$ cat config.mk
export PLATFORM = sky130hd
export DESIGN_NAME = clk_div_monitor
export DESIGN_NICKNAME = d
export VERILOG_FILES = /design/src/rtl/clk_div_monitor_pkg.sv /design/src/rtl/clk_div_monitor_edge.sv /design/src/rtl/clk_div_monitor.sv
export SDC_FILE = /design/constraint.sdc
export NUM_CORES = 1
export LEC_CHECK = 0
export BUFFER_PORTS_ARGS = -buffer_cell sky130_fd_sc_hd__buf_2
export CAP_MARGIN = 5
export CORE_MARGIN = 2
export CORE_UTILIZATION = 31
export CTS_BUF_LIST = sky130_fd_sc_hd__clkbuf_16
export CTS_CLUSTER_DIAMETER = 40
export DETAILED_ROUTE_END_ITERATION = 7
export PLACE_DENSITY = 0.58
export REMOVE_ABC_BUFFERS = 1
export SYNTH_ARGS = -nofsm -noshare
export SYNTH_HDL_FRONTEND = slang
export SYNTH_HIERARCHICAL = 1
export SYNTH_SLANG_ARGS = --single-unit
$ cat constraint.sdc
create_clock -name i_ref_clk -period 2.4 [get_ports i_ref_clk]
set_input_delay 0.12 -clock i_ref_clk [delete_from_list [all_inputs] [get_ports i_ref_clk]]
set_output_delay 0.12 -clock i_ref_clk [all_outputs]
set_load 0.01 [all_outputs]
$ cat src/rtl/clk_div_monitor_pkg.sv
// -----------------------------------------------------------------------------
// clk_div_monitor_pkg
// Shared definitions for the clock-divider stages:
//   - mon_state_e : monitor FSM state encoding
//   - LOCK_THRESH : consecutive matching periods required before lock
//   - exp_high()  : expected high width (in reference cycles) for ratio N
//   - exp_low()   : expected low width (in reference cycles) for ratio N
// -----------------------------------------------------------------------------
package clk_div_monitor_pkg;

  typedef enum logic [1:0] {
    IDLE      = 2'd0,
    WAIT_RISE = 2'd1,
    MEAS_HIGH = 2'd2,
    MEAS_LOW  = 2'd3
  } mon_state_e;

  localparam int unsigned LOCK_THRESH = 2;

  // An odd ratio puts the extra cycle in the low phase.
  function automatic int unsigned exp_high(input int unsigned n);
    return n >> 1;
  endfunction

  function automatic int unsigned exp_low(input int unsigned n);
    return n - (n >> 1);
  endfunction

endpackage

$ cat src/rtl/clk_div_monitor_edge.sv
// -----------------------------------------------------------------------------
// clk_edge_det
// Edge detector for a signal that is already synchronous to i_clk.
// Ports:
//   i_clk, i_rst  : clock, asynchronous active-high reset
//   i_sig         : signal to watch (flop output in the i_clk domain)
//   o_rise_det    : combinational rise detect (i_sig & ~d_q)
//   o_fall_det    : combinational fall detect (~i_sig & d_q)
//   o_rise_pls    : registered rise strobe, one cycle after detection
//   o_fall_pls    : registered fall strobe, one cycle after detection
// -----------------------------------------------------------------------------
module clk_edge_det (
  input  logic i_clk,
  input  logic i_rst,
  input  logic i_sig,
  output logic o_rise_det,
  output logic o_fall_det,
  output logic o_rise_pls,
  output logic o_fall_pls
);

  logic d_q;
  logic rise_pls_q;
  logic fall_pls_q;

  assign o_rise_det = i_sig & ~d_q;
  assign o_fall_det = ~i_sig & d_q;

  always_ff @(posedge i_clk or posedge i_rst) begin
    if (i_rst) begin
      d_q        <= 1'b0;
      rise_pls_q <= 1'b0;
      fall_pls_q <= 1'b0;
    end else begin
      d_q        <= i_sig;
      rise_pls_q <= o_rise_det;
      fall_pls_q <= o_fall_det;
    end
  end

  assign o_rise_pls = rise_pls_q;
  assign o_fall_pls = fall_pls_q;

endmodule

$ cat src/rtl/clk_div_monitor.sv
// -----------------------------------------------------------------------------
// clk_div_monitor
// Measures the high/low widths of a divided clock (generated in the same
// reference domain) and checks them against the programmed ratio N.
// Ports:
//   i_ref_clk     : reference clock (rising edge)
//   i_rst         : asynchronous active-high reset
//   i_mon_en      : monitor enable, 0 forces IDLE and clears err/lock
//   i_div_ratio   : programmed divide ratio N (monitoring needs N >= 2)
//   i_div_clk     : divided clock, flop output in the i_ref_clk domain
//   o_rise_pls    : one-cycle strobe, rising edge of i_div_clk seen
//   o_fall_pls    : one-cycle strobe, falling edge of i_div_clk seen
//   o_high_cnt    : last measured high width (ref cycles)
//   o_low_cnt     : last measured low width (ref cycles)
//   o_meas_valid  : one-cycle strobe, a full high+low period was measured
//   o_err         : sticky width-mismatch / stuck-clock flag
//   o_locked      : divided clock matched for LOCK_THRESH periods in a row
// -----------------------------------------------------------------------------
module clk_div_monitor
  import clk_div_monitor_pkg::*;
#(
  parameter int DIV_RATIO_WIDTH = 5
) (
  input  logic                       i_ref_clk,
  input  logic                       i_rst,
  input  logic                       i_mon_en,
  input  logic [DIV_RATIO_WIDTH-1:0] i_div_ratio,
  input  logic                       i_div_clk,
  output logic                       o_rise_pls,
  output logic                       o_fall_pls,
  output logic [DIV_RATIO_WIDTH-1:0] o_high_cnt,
  output logic [DIV_RATIO_WIDTH-1:0] o_low_cnt,
  output logic                       o_meas_valid,
  output logic                       o_err,
  output logic                       o_locked
);

  localparam int W = DIV_RATIO_WIDTH;
  localparam logic [W-1:0] RUN_MAX = {W{1'b1}};
  localparam logic [W-1:0] RUN_ONE = W'(1);

  logic rise_det;
  logic fall_det;

  clk_edge_det u_edge (
    .i_clk      (i_ref_clk),
    .i_rst      (i_rst),
    .i_sig      (i_div_clk),
    .o_rise_det (rise_det),
    .o_fall_det (fall_det),
    .o_rise_pls (o_rise_pls),
    .o_fall_pls (o_fall_pls)
  );

  mon_state_e   state_q, state_d;
  logic [W-1:0] run_q, run_d;
  logic [W-1:0] ratio_q;
  logic [W-1:0] high_cnt_q, high_cnt_d;
  logic [W-1:0] low_cnt_q, low_cnt_d;
  logic         meas_valid_q, meas_valid_d;
  logic         err_q, err_d;
  logic         locked_q, locked_d;
  logic [1:0]   good_q, good_d;
  // Remembers whether the high phase of the current period matched, so the
  // period is only counted as good when both halves were right.
  logic         high_ok_q, high_ok_d;

  logic [W-1:0] exp_high_w;
  logic [W-1:0] exp_low_w;
  logic [W-1:0] run_inc;
  logic [1:0]   good_inc;
  logic         ratio_chg;
  logic         ratio_ok;

  assign exp_high_w = W'(exp_high(32'(ratio_q)));
  assign exp_low_w  = W'(exp_low(32'(ratio_q)));
  assign run_inc    = (run_q == RUN_MAX) ? RUN_MAX : run_q + RUN_ONE;
  assign good_inc   = (good_q == 2'd3) ? 2'd3 : good_q + 2'd1;
  assign ratio_chg  = (i_div_ratio != ratio_q);
  assign ratio_ok   = (i_div_ratio > W'(1));

  always_comb begin
    state_d      = state_q;
    run_d        = run_q;
    high_cnt_d   = high_cnt_q;
    low_cnt_d    = low_cnt_q;
    meas_valid_d = 1'b0;
    err_d        = err_q;
    locked_d     = locked_q;
    good_d       = good_q;
    high_ok_d    = high_ok_q;

    if (!i_mon_en) begin
      state_d   = IDLE;
      run_d     = '0;
      err_d     = 1'b0;
      locked_d  = 1'b0;
      good_d    = 2'd0;
      high_ok_d = 1'b0;
    end else if (state_q != IDLE && ratio_chg) begin
      // Ratio change wins over any edge seen in the same cycle; the
      // measurement restarts without flagging an error.
      state_d   = WAIT_RISE;
      run_d     = '0;
      locked_d  = 1'b0;
      good_d    = 2'd0;
      high_ok_d = 1'b0;
    end else if (!ratio_ok) begin
      // Bypass ratios (0/1) cannot be measured.
      state_d   = IDLE;
      run_d     = '0;
      err_d     = 1'b0;
      locked_d  = 1'b0;
      good_d    = 2'd0;
      high_ok_d = 1'b0;
    end else if (state_q != IDLE && run_q == RUN_MAX) begin
      // Stuck clock: no edge for the full counter range.
      state_d   = WAIT_RISE;
      run_d     = '0;
      err_d     = 1'b1;
      locked_d  = 1'b0;
      good_d    = 2'd0;
      high_ok_d = 1'b0;
    end else begin
      unique case (state_q)
        IDLE: begin
          state_d = WAIT_RISE;
          run_d   = '0;
        end
        WAIT_RISE: begin
          if (rise_det) begin
            state_d = MEAS_HIGH;
            run_d   = RUN_ONE;
          end else if (!fall_det) begin
            run_d = run_inc;
          end
        end
        MEAS_HIGH: begin
          if (fall_det) begin
            state_d    = MEAS_LOW;
            high_cnt_d = run_q;
            run_d      = RUN_ONE;
            if (run_q == exp_high_w) begin
              high_ok_d = 1'b1;
            end else begin
              high_ok_d = 1'b0;
              err_d     = 1'b1;
              locked_d  = 1'b0;
              good_d    = 2'd0;
            end
          end else if (!rise_det) begin
            run_d = run_inc;
          end
        end
        MEAS_LOW: begin
          if (rise_det) begin
            state_d      = MEAS_HIGH;
            low_cnt_d    = run_q;
            run_d        = RUN_ONE;
            meas_valid_d = 1'b1;
            high_ok_d    = 1'b0;
            if (run_q != exp_low_w) begin
              err_d    = 1'b1;
              locked_d = 1'b0;
              good_d   = 2'd0;
            end else if (high_ok_q) begin
              good_d = good_inc;
              if (32'(good_inc) >= LOCK_THRESH) begin
                locked_d = 1'b1;
              end
            end
          end else if (!fall_det) begin
            run_d = run_inc;
          end
        end
        default: begin
          state_d = IDLE;
        end
      endcase
    end
  end

  always_ff @(posedge i_ref_clk or posedge i_rst) begin
    if (i_rst) begin
      state_q      <= IDLE;
      run_q        <= '0;
      ratio_q      <= '0;
      high_cnt_q   <= '0;
      low_cnt_q    <= '0;
      meas_valid_q <= 1'b0;
      err_q        <= 1'b0;
      locked_q     <= 1'b0;
      good_q       <= 2'd0;
      high_ok_q    <= 1'b0;
    end else begin
      state_q      <= state_d;
      run_q        <= run_d;
      ratio_q      <= i_div_ratio;
      high_cnt_q   <= high_cnt_d;
      low_cnt_q    <= low_cnt_d;
      meas_valid_q <= meas_valid_d;
      err_q        <= err_d;
      locked_q     <= locked_d;
      good_q       <= good_d;
      high_ok_q    <= high_ok_d;
    end
  end

  assign o_high_cnt   = high_cnt_q;
  assign o_low_cnt    = low_cnt_q;
  assign o_meas_valid = meas_valid_q;
  assign o_err        = err_q;
  assign o_locked     = locked_q;

endmodule

==> results of run 1 <==
==> cell type report <==
class | instances | area [um2] | share of cell area (%)
flip-flops and latches | 31 | 776 | 35.7
inverters | 8 | 30.0 | 1.38
multi-input cells | 127 | 953 | 43.9
well taps | 72 | 90.1 | 4.15
repair buffers | 31 | 183 | 8.41
clock inverters | 3 | 16.3 | 0.748
clock buffers | 5 | 125 | 5.76
==> state kept, by name, summed over array words and instances, names as in the netlist <==
| signal | cells |
|---|---|
| good_q | 2 |
| high_ok_q | 1 |
| o_err | 1 |
| o_high_cnt | 5 |
| o_locked | 1 |
| o_low_cnt | 5 |
| o_meas_valid | 1 |
| ratio_q | 5 |
| run_q | 5 |
| state_q | 2 |
| u_edge/d_q | 1 |
| u_edge/o_fall_pls | 1 |
| u_edge/o_rise_pls | 1 |
==> cells by family (layout without fill, tap and decap cells) <==
group	count (synthesis)	in the layout	synth area share, %
multiplexers	10	10	6.33
AND/OR/NAND/NOR	54	54	17.3
XOR/XNOR	18	18	8.87
adder cells (fa/ha/maj)	6	6	4.64
buffers and inverters	15	47	3.38
AO/OA/AOI/OAI	39	39	15.8
flip-flops	31	31	43.6
==> Yosys cell counts, drive strengths merged, types with 4 or more instances <==
cell,instances,area share [%]
and3,4,1.8
nor2b,4,1.4
nand3,4,1.4
mux2,10,6.3
xor2,7,3.4
nand4,4,1.4
inv,8,1.7
ha,5,3.5
dfrtp,31,44
o221a,4,2.5
nor2,11,2.3
o21ai,8,2.3
nand2,12,2.5
xnor2,11,5.4
clkbuf,5,1.1
a21oi,12,3.4
==> power breakdown <==
group	switching, mW	internal, mW
sequential	0.0263	0.538
clock	0.213	0.377
combinational	0.104	0.0812
==> worst reg2reg max path: stages, from the launching register on <==
cell and delay (ps):
dfrtp_1 450, ha_1 240, fa_1 450, xnor2_1 150, nor4_2 220, nor3b_2 290, o221a_2 220
==> cells in the final DEF (no fill, tap or decap), types with 2 or more instances in the layout <==
cell	n
nand3_1	3
nor2b_1	4
a21oi_1	12
nor3_1	2
o41ai_1	2
dlygate4sd3_1	3
o2bb2ai_1	2
and3b_1	2
nand4_1	4
o21ai_0	8
and4_1	2
buf_2	23
clkbuf_16	5
and3_1	2
a21boi_0	2
nand3b_1	2
o221a_2	3
dfrtp_1	31
xnor2_1	11
nor2_1	11
xor2_1	7
ha_1	5
mux2_2	10
inv_1	9
nand2_1	12
a41oi_1	2
buf_4	5
==> timing repair <==
| item | CTS | global route |
|---|---|---|
| hold buffers | 3 | 0 |
| endpoints found under the hold margin | 33 | 0 |
| resized for setup | 0 | 2 |
| setup endpoints to repair | 0 | 3 |
==> routing by layer <==
metal / up-vias / routed length (um)
met1: 647 / 1840
met3: 2 / 229
li1: 692 / -
met5: - / 0
met4: 0 / 21
met2: 43 / 1830
==> path summary, 6_finish.rpt <==
check,to,slack [ps],cells after the start,from
worst min-delay path,ratio_q[3],20,1,i_div_ratio[3]
min in group asynchronous,u_edge/o_rise_pls,260,3,i_rst
worst min register to register,o_high_cnt[0],500,1,o_high_cnt[0]
max in group asynchronous,ratio_q[2],1670,4,i_rst
worst max register to register,good_q[1],320,6,ratio_q[1]
worst max-delay path,o_low_cnt[3],310,7,i_div_ratio[0]
==> impl_metrics.sql, run 1 <==
INSERT INTO impl_metrics (metric_group, metric, value, unit) VALUES
('clocking', 'postCtsSetupBuffers', '0', ''),
('critical_path', 'worstPathCellList', 'dlygate4sd3_1 > buf_2 > xnor2_1 > nand4_1 > o32ai_2 > nand2_1 > mux2_2', ''),
('timing', 'total_of_endpoints_with_negative_setup_slack_in_the_final_report', '0', ''),
('timing', 'period_needed', '2090', 'ps'),
('logic_synthesis', 'synth.distinct_cells', '44', ''),
('min_path', 'worstHoldPathType', 'in2reg', ''),
('clocking', 'clk-insertion-delay-late', '270', 'ps'),
('placed_design', 'port-buffer-count', '23', ''),
('final_layout', 'design_area', '2170', 'um2'),
('clocking', 'numCtsBuffers', '5', ''),
('power_and_ir_drop', 'power_density', '617', 'nW/um2'),
('critical_path', 'slowest_stage', 'dlygate4sd3_1', ''),
('drt', 'route.antenna.remaining_nets', '0', ''),
('logic_synthesis', 'synth.cell_area', '1780', 'um2'),
('floorplan', 'rows', '27', ''),
('critical_path', 'start_kind', 'primary input', ''),
('critical_path', 'cp_data_required_time', '2560', 'ps'),
('timing', 'fin_setup_tns', '0', 'ps'),
('timing', 'max-slew-margin-rel', '56.1', '%'),
('placed_design', 'post-place-cells', '266', ''),
('timing', 'hold_slack', '16.7', 'ps'),
('placed_design', 'hpwlAfterDp', '2.96', 'mm'),
('grt', 'globalRouteTotalUtil', '13.9', '%'),
('critical_path', 'critical_path_arrival', '2250', 'ps'),
('logic_synthesis', 'syn_inst', '173', ''),
('clocking', 'cts.clk_slew.worst_paths', '50', 'ps'),
('final_layout', 'antenna_cells', '0', ''),
('timing', 'timing_max_transition_violations_final', '0', ''),
('floorplan', 'die-area', '6360', 'um2'),
('floorplan', 'initial_core_util', '32.3', '%'),
('logic_synthesis', 'number_of_synthesized_flops_with_an_enable_pin', '0', ''),
('drt', 'drt-total-wl', '3.93', 'mm'),
('logic_synthesis', 'synthesis.area_per_instance', '10.3', 'um2'),
('logic_synthesis', 'synth_ff_type', 'dfrtp_1', ''),
('grt', 'first_global_vias', '1413', ''),
('timing', 'worst_slew_pin_slew', '650', 'ps'),
('logic_synthesis', 'postSynth.asyncResetShare', '100', '%'),
('final_layout', 'finalNonFillerCells', '277', ''),
('timing', 'fmaxAchievable', '478', 'MHz'),
('grt', 'globalRouteMet2Util', '20.8', '%'),
('grt', 'global_route.peak_usage_layer', 'met2', ''),
('floorplan', 'die_height', '79.7', 'um'),
('run', 'max_cap_violations', '0', ''),
('critical_path', 'cpLargestDelayFamily', 'buffers and inverters', ''),
('final_layout', 'layout-drive-gt1-share', '28.3', '%'),
('drt', 'drt-initial-drc-count', '58', ''),
('grt', 'grt.met3_usage', '4.41', '%'),
('critical_path', 'crit_path_max_fanout', '5', ''),
('drt', 'vias_per_cell', '5.00', ''),
('power_and_ir_drop', 'power.static_leakage', '1.01', 'nW'),
('outcome', 'run_status', 'finished clean', ''),
('grt', 'antenna_violations_before_repair', '0', ''),
('drt', 'drtPass1Iterations', '4', ''),
('placed_design', 'postPlaceCellArea', '1990', 'um2'),
('critical_path', 'cp.buffers_inverters', '2', ''),
('logic_synthesis', 'synth_seq_cells', '31', ''),
('final_layout', 'final_util', '39.5', '%'),
('placed_design', 'place_ws', '156', 'ps'),
('floorplan', 'core-area', '5510', 'um2'),
('critical_path', 'timing.critical_path.slowest_cell_delay', '530', 'ps'),
('grt', 'grt_max_degree', '29', ''),
('timing', 'grt_setup_unrepaired', 'no', ''),
('floorplan', 'die_w', '79.7', 'um'),
('grt', 'globalRoute.totalOverflow', '0', ''),
('drt', 'number_of_vias_in_the_routed_layout', '1384', ''),
('clocking', 'root_buffer', 'clkbuf_16', ''),
('clocking', 'tritoncts_num_sinks', '31', ''),
('power_and_ir_drop', 'power.ir.vdd_worst', '0.405', 'mV'),
('drt', 'drc', '0', ''),
('final_layout', 'final_net_count', '219', ''),
('critical_path', 'end_kind', 'flip-flop', '');
Power figures use the tool's default switching activity.
==> run 2: changes to the inputs <==
--- a/config.mk
+++ b/config.mk
@@ -12,8 +12,8 @@
 export CTS_BUF_LIST = sky130_fd_sc_hd__clkbuf_16
 export CTS_CLUSTER_DIAMETER = 40
 export DETAILED_ROUTE_END_ITERATION = 7
-export PLACE_DENSITY = 0.58
-export REMOVE_ABC_BUFFERS = 1
+export MAX_ROUTING_LAYER = met4
+export PLACE_DENSITY = 0.6
 export SYNTH_ARGS = -nofsm -noshare
 export SYNTH_HDL_FRONTEND = slang
 export SYNTH_HIERARCHICAL = 1
==> constraint.sdc (replaced) <==
create_clock -name i_ref_clk -period 1.7 [get_ports i_ref_clk]
set_input_delay 0.085 -clock i_ref_clk [delete_from_list [all_inputs] [get_ports i_ref_clk]]
set_output_delay 0.085 -clock i_ref_clk [all_outputs]
set_load 0.01 [all_outputs]
==> impl_metrics.sql, run 2 (synthesis results as in run 1) <==
INSERT INTO impl_metrics (metric_group, metric, value, unit) VALUES
('min_path', 'worstHoldPathType', 'in2reg', ''),
('power_and_ir_drop', 'netSwitchingPower', '0.566', 'mW'),
('clocking', 'clk-insertion-delay-late', '280', 'ps'),
('run', 'max_cap_violations', '0', ''),
('logic_synthesis', 'postSynthNetCount', '188', ''),
('placed_design', 'port-buffer-count', '23', ''),
('clocking', 'root_buffer', 'clkbuf_16', ''),
('drt', 'drc', '0', ''),
('critical_path', 'setup.worst_path.class', 'reg2reg', ''),
('power_and_ir_drop', 'p_sw_share', '27.2', '%'),
('outcome', 'run_status', 'finished with violations', ''),
('power_and_ir_drop', 'power.static_leakage', '1.21', 'nW'),
('clocking', 'clockBufferDepth', '2', ''),
('timing', 'final.setup.worst_slack', '-203', 'ps'),
('timing', 'layout_worst_path_cycle_share', '112', '%'),
('power_and_ir_drop', 'power.combinational.fraction', '21.5', '%'),
('critical_path', 'cp.buffers_inverters', '0', ''),
('timing', 'skew', '3.97', 'ps'),
('critical_path', 'cp_data_required_time', '1910', 'ps'),
('power_and_ir_drop', 'clock_power_share', '40.5', '%'),
('final_layout', 'antenna_cells', '0', ''),
('final_layout', 'most-common-layout-cells', 'buf_4, dfrtp_1, buf_2', ''),
('power_and_ir_drop', 'p_int', '1.51', 'mW'),
('grt', 'grt_max_degree', '29', ''),
('grt', 'globalRouteTotalUtil', '16.4', '%'),
('floorplan', 'rows', '27', ''),
('final_layout', 'most_frequent_standard_cell_in_the_layout_excluding_fill_and_tap_cells', 'buf_4', ''),
('critical_path', 'critical_path_arrival', '2120', 'ps'),
('floorplan', 'die_w', '79.7', 'um'),
('drt', 'route.antenna.remaining_nets', '0', ''),
('final_layout', 'layout-drive-gt1-share', '46.4', '%'),
('clocking', 'cts_tree', 'built', ''),
('floorplan', 'initial_core_util', '32.3', '%'),
('final_layout', 'final_util', '47.6', '%'),
('clocking', 'numCtsBuffers', '5', ''),
('timing', 'max-slew-margin-rel', '73.6', '%'),
('timing', 'fmaxAchievable', '525', 'MHz'),
('placed_design', 'hpwlAfterDp', '3.23', 'mm'),
('power_and_ir_drop', 'power.sequential.fraction', '37.9', '%'),
('floorplan', 'core-area', '5510', 'um2'),
('floorplan', 'die_height', '79.7', 'um'),
('clocking', 'tritoncts_num_sinks', '31', ''),
('critical_path', 'crit_path_max_fanout', '4', ''),
('grt', 'antenna_violations_before_repair', '0', ''),
('drt', 'drt-total-wl', '4.58', 'mm'),
('timing', 'total_of_endpoints_with_negative_setup_slack_in_the_final_report', '18', ''),
('drt', 'drt-initial-drc-count', '130', ''),
('grt', 'first_global_vias', '1561', ''),
('clocking', 'ctsHtreeMaxLevel', '2', ''),
('final_layout', 'final_net_count', '253', ''),
('critical_path', 'worstPathCellList', 'ha_4 > fa_2 > xnor2_2 > nor4_2 > nor3b_4 > o221a_2', ''),
('critical_path', 'slowest_stage', 'fa_2', ''),
('drt', 'detail_route.wl_per_cell', '14.7', 'um'),
('power_and_ir_drop', 'power.ir.vdd_worst', '0.747', 'mV'),
('timing', 'timing_max_transition_violations_final', '0', ''),
('critical_path', 'end_kind', 'flip-flop', ''),
('power_and_ir_drop', 'power', '2.08', 'mW'),
('grt', 'globalRoute.totalOverflow', '0', ''),
('critical_path', 'start_kind', 'flip-flop', ''),
('critical_path', 'cpLargestDelayFamily', 'adder cells', ''),
('timing', 'period_needed', '1900', 'ps'),
('timing', 'hold_violations', '0', ''),
('power_and_ir_drop', 'power_density', '793', 'nW/um2'),
('timing', 'grt_setup_unrepaired', 'yes', ''),
('outcome', 'failing_checks', 'setup timing', ''),
('placed_design', 'place_ws', '-337', 'ps'),
('placed_design', 'place_congestion', '0.872', ''),
('clocking', 'cts.clk_slew.worst_paths', '50', 'ps'),
('timing', 'worst_slew_pin_slew', '394', 'ps'),
('critical_path', 'timing.critical_path.slowest_cell_delay', '540', 'ps'),
('final_layout', 'final.fill_count', '514', ''),
('drt', 'vias_per_cell', '4.99', ''),
('floorplan', 'die-area', '6360', 'um2'),
('drt', 'number_of_vias_in_the_routed_layout', '1552', ''),
('drt', 'drtPass1Iterations', '4', ''),
('grt', 'grt_first_pass_wirelength', '7.86', 'mm'),
('floorplan', 'boundaryPins', '24', ''),
('final_layout', 'area_grow_syn2layout', '47.4', '%');
[run 2: cell count changes in the layout (fill, tap and decap cells not counted), sizes merged]
cell / previous run / this run
dlygate4sd3: 3 / 7
inv: 9 / 8
clkinv: 1 / 2
buf: 28 / 58
[run 2: metrics by stage]
stage          instances  area (um2)  hold WS, ps  setup TNS [ps]
2_1_floorplan        173        1820         -161            -790
3_3_place_gp         293        2230        -38.1           -2750
3_5_place_dp         293        2230        -38.5           -3580
4_1_cts              311        2540          150           -2750
5_1_grt              311        2620          136           -4480
6_report             311        2620          137           -2030
[run 2: power groups by stage]
| stage | clock (mW) | combinational, mW | sequential [mW] |
|---|---|---|---|
| floorplan | 0 | 0.215 | 0.791 |
| global placement | 0 | 0.341 | 0.797 |
| detailed placement | 0 | 0.345 | 0.798 |
| CTS | 0.855 | 0.404 | 0.787 |
| global route | 0.895 | 0.490 | 0.793 |
| finish | 0.842 | 0.448 | 0.788 |
[run 2: worst paths after layout]
kind                             from  slack, ps  cells past startpoint                end
hold reg to reg            u_edge/d_q        470                      1  u_edge/o_rise_pls
hold / removal              i_div_clk        140                      2  u_edge/o_rise_pls
setup reg to reg           ratio_q[1]       -200                      6           o_locked
min in group asynchronous       i_rst        230                      3  u_edge/o_fall_pls
max in group asynchronous       i_rst        980                      4         ratio_q[2]
setup / recovery           ratio_q[1]       -200                      6           o_locked
[run 2: timing repair]
action	CTS	global route
hold buffers	7	0
gates resized for setup	13	20
hold endpoints to repair	37	0
setup buffers	3	0
pin swaps	7	7
endpoints found under the setup margin	21	23
gates cloned	0	0
[run 2: metal layers]
layer,global-route usage (%),vias up,part of all wire [%]
met1,22.2,743,46
met5,-,-,0
li1,-,752,-
met4,4.58,0,1.1
met3,3.51,8,5.7
met2,25.0,49,47
[run 2: cell type report]
cell class	count	area [um2]	share of cell area, %
clock buffer	5	125	4.78
multi-input combinational	127	1120	42.8
sequential	31	778	29.7
clock inverter	3	15.0	0.573
timing repair buffer	65	459	17.5
tap	72	90.1	3.44
inverter	8	30.0	1.15
[run 2: worst register-to-register path, cell delays in order (launching register included)]
cell and delay [ps]:
dfrtp_2 430, ha_4 170, fa_2 540, xnor2_2 70
nor4_2 170, nor3b_4 260, o221a_2 210
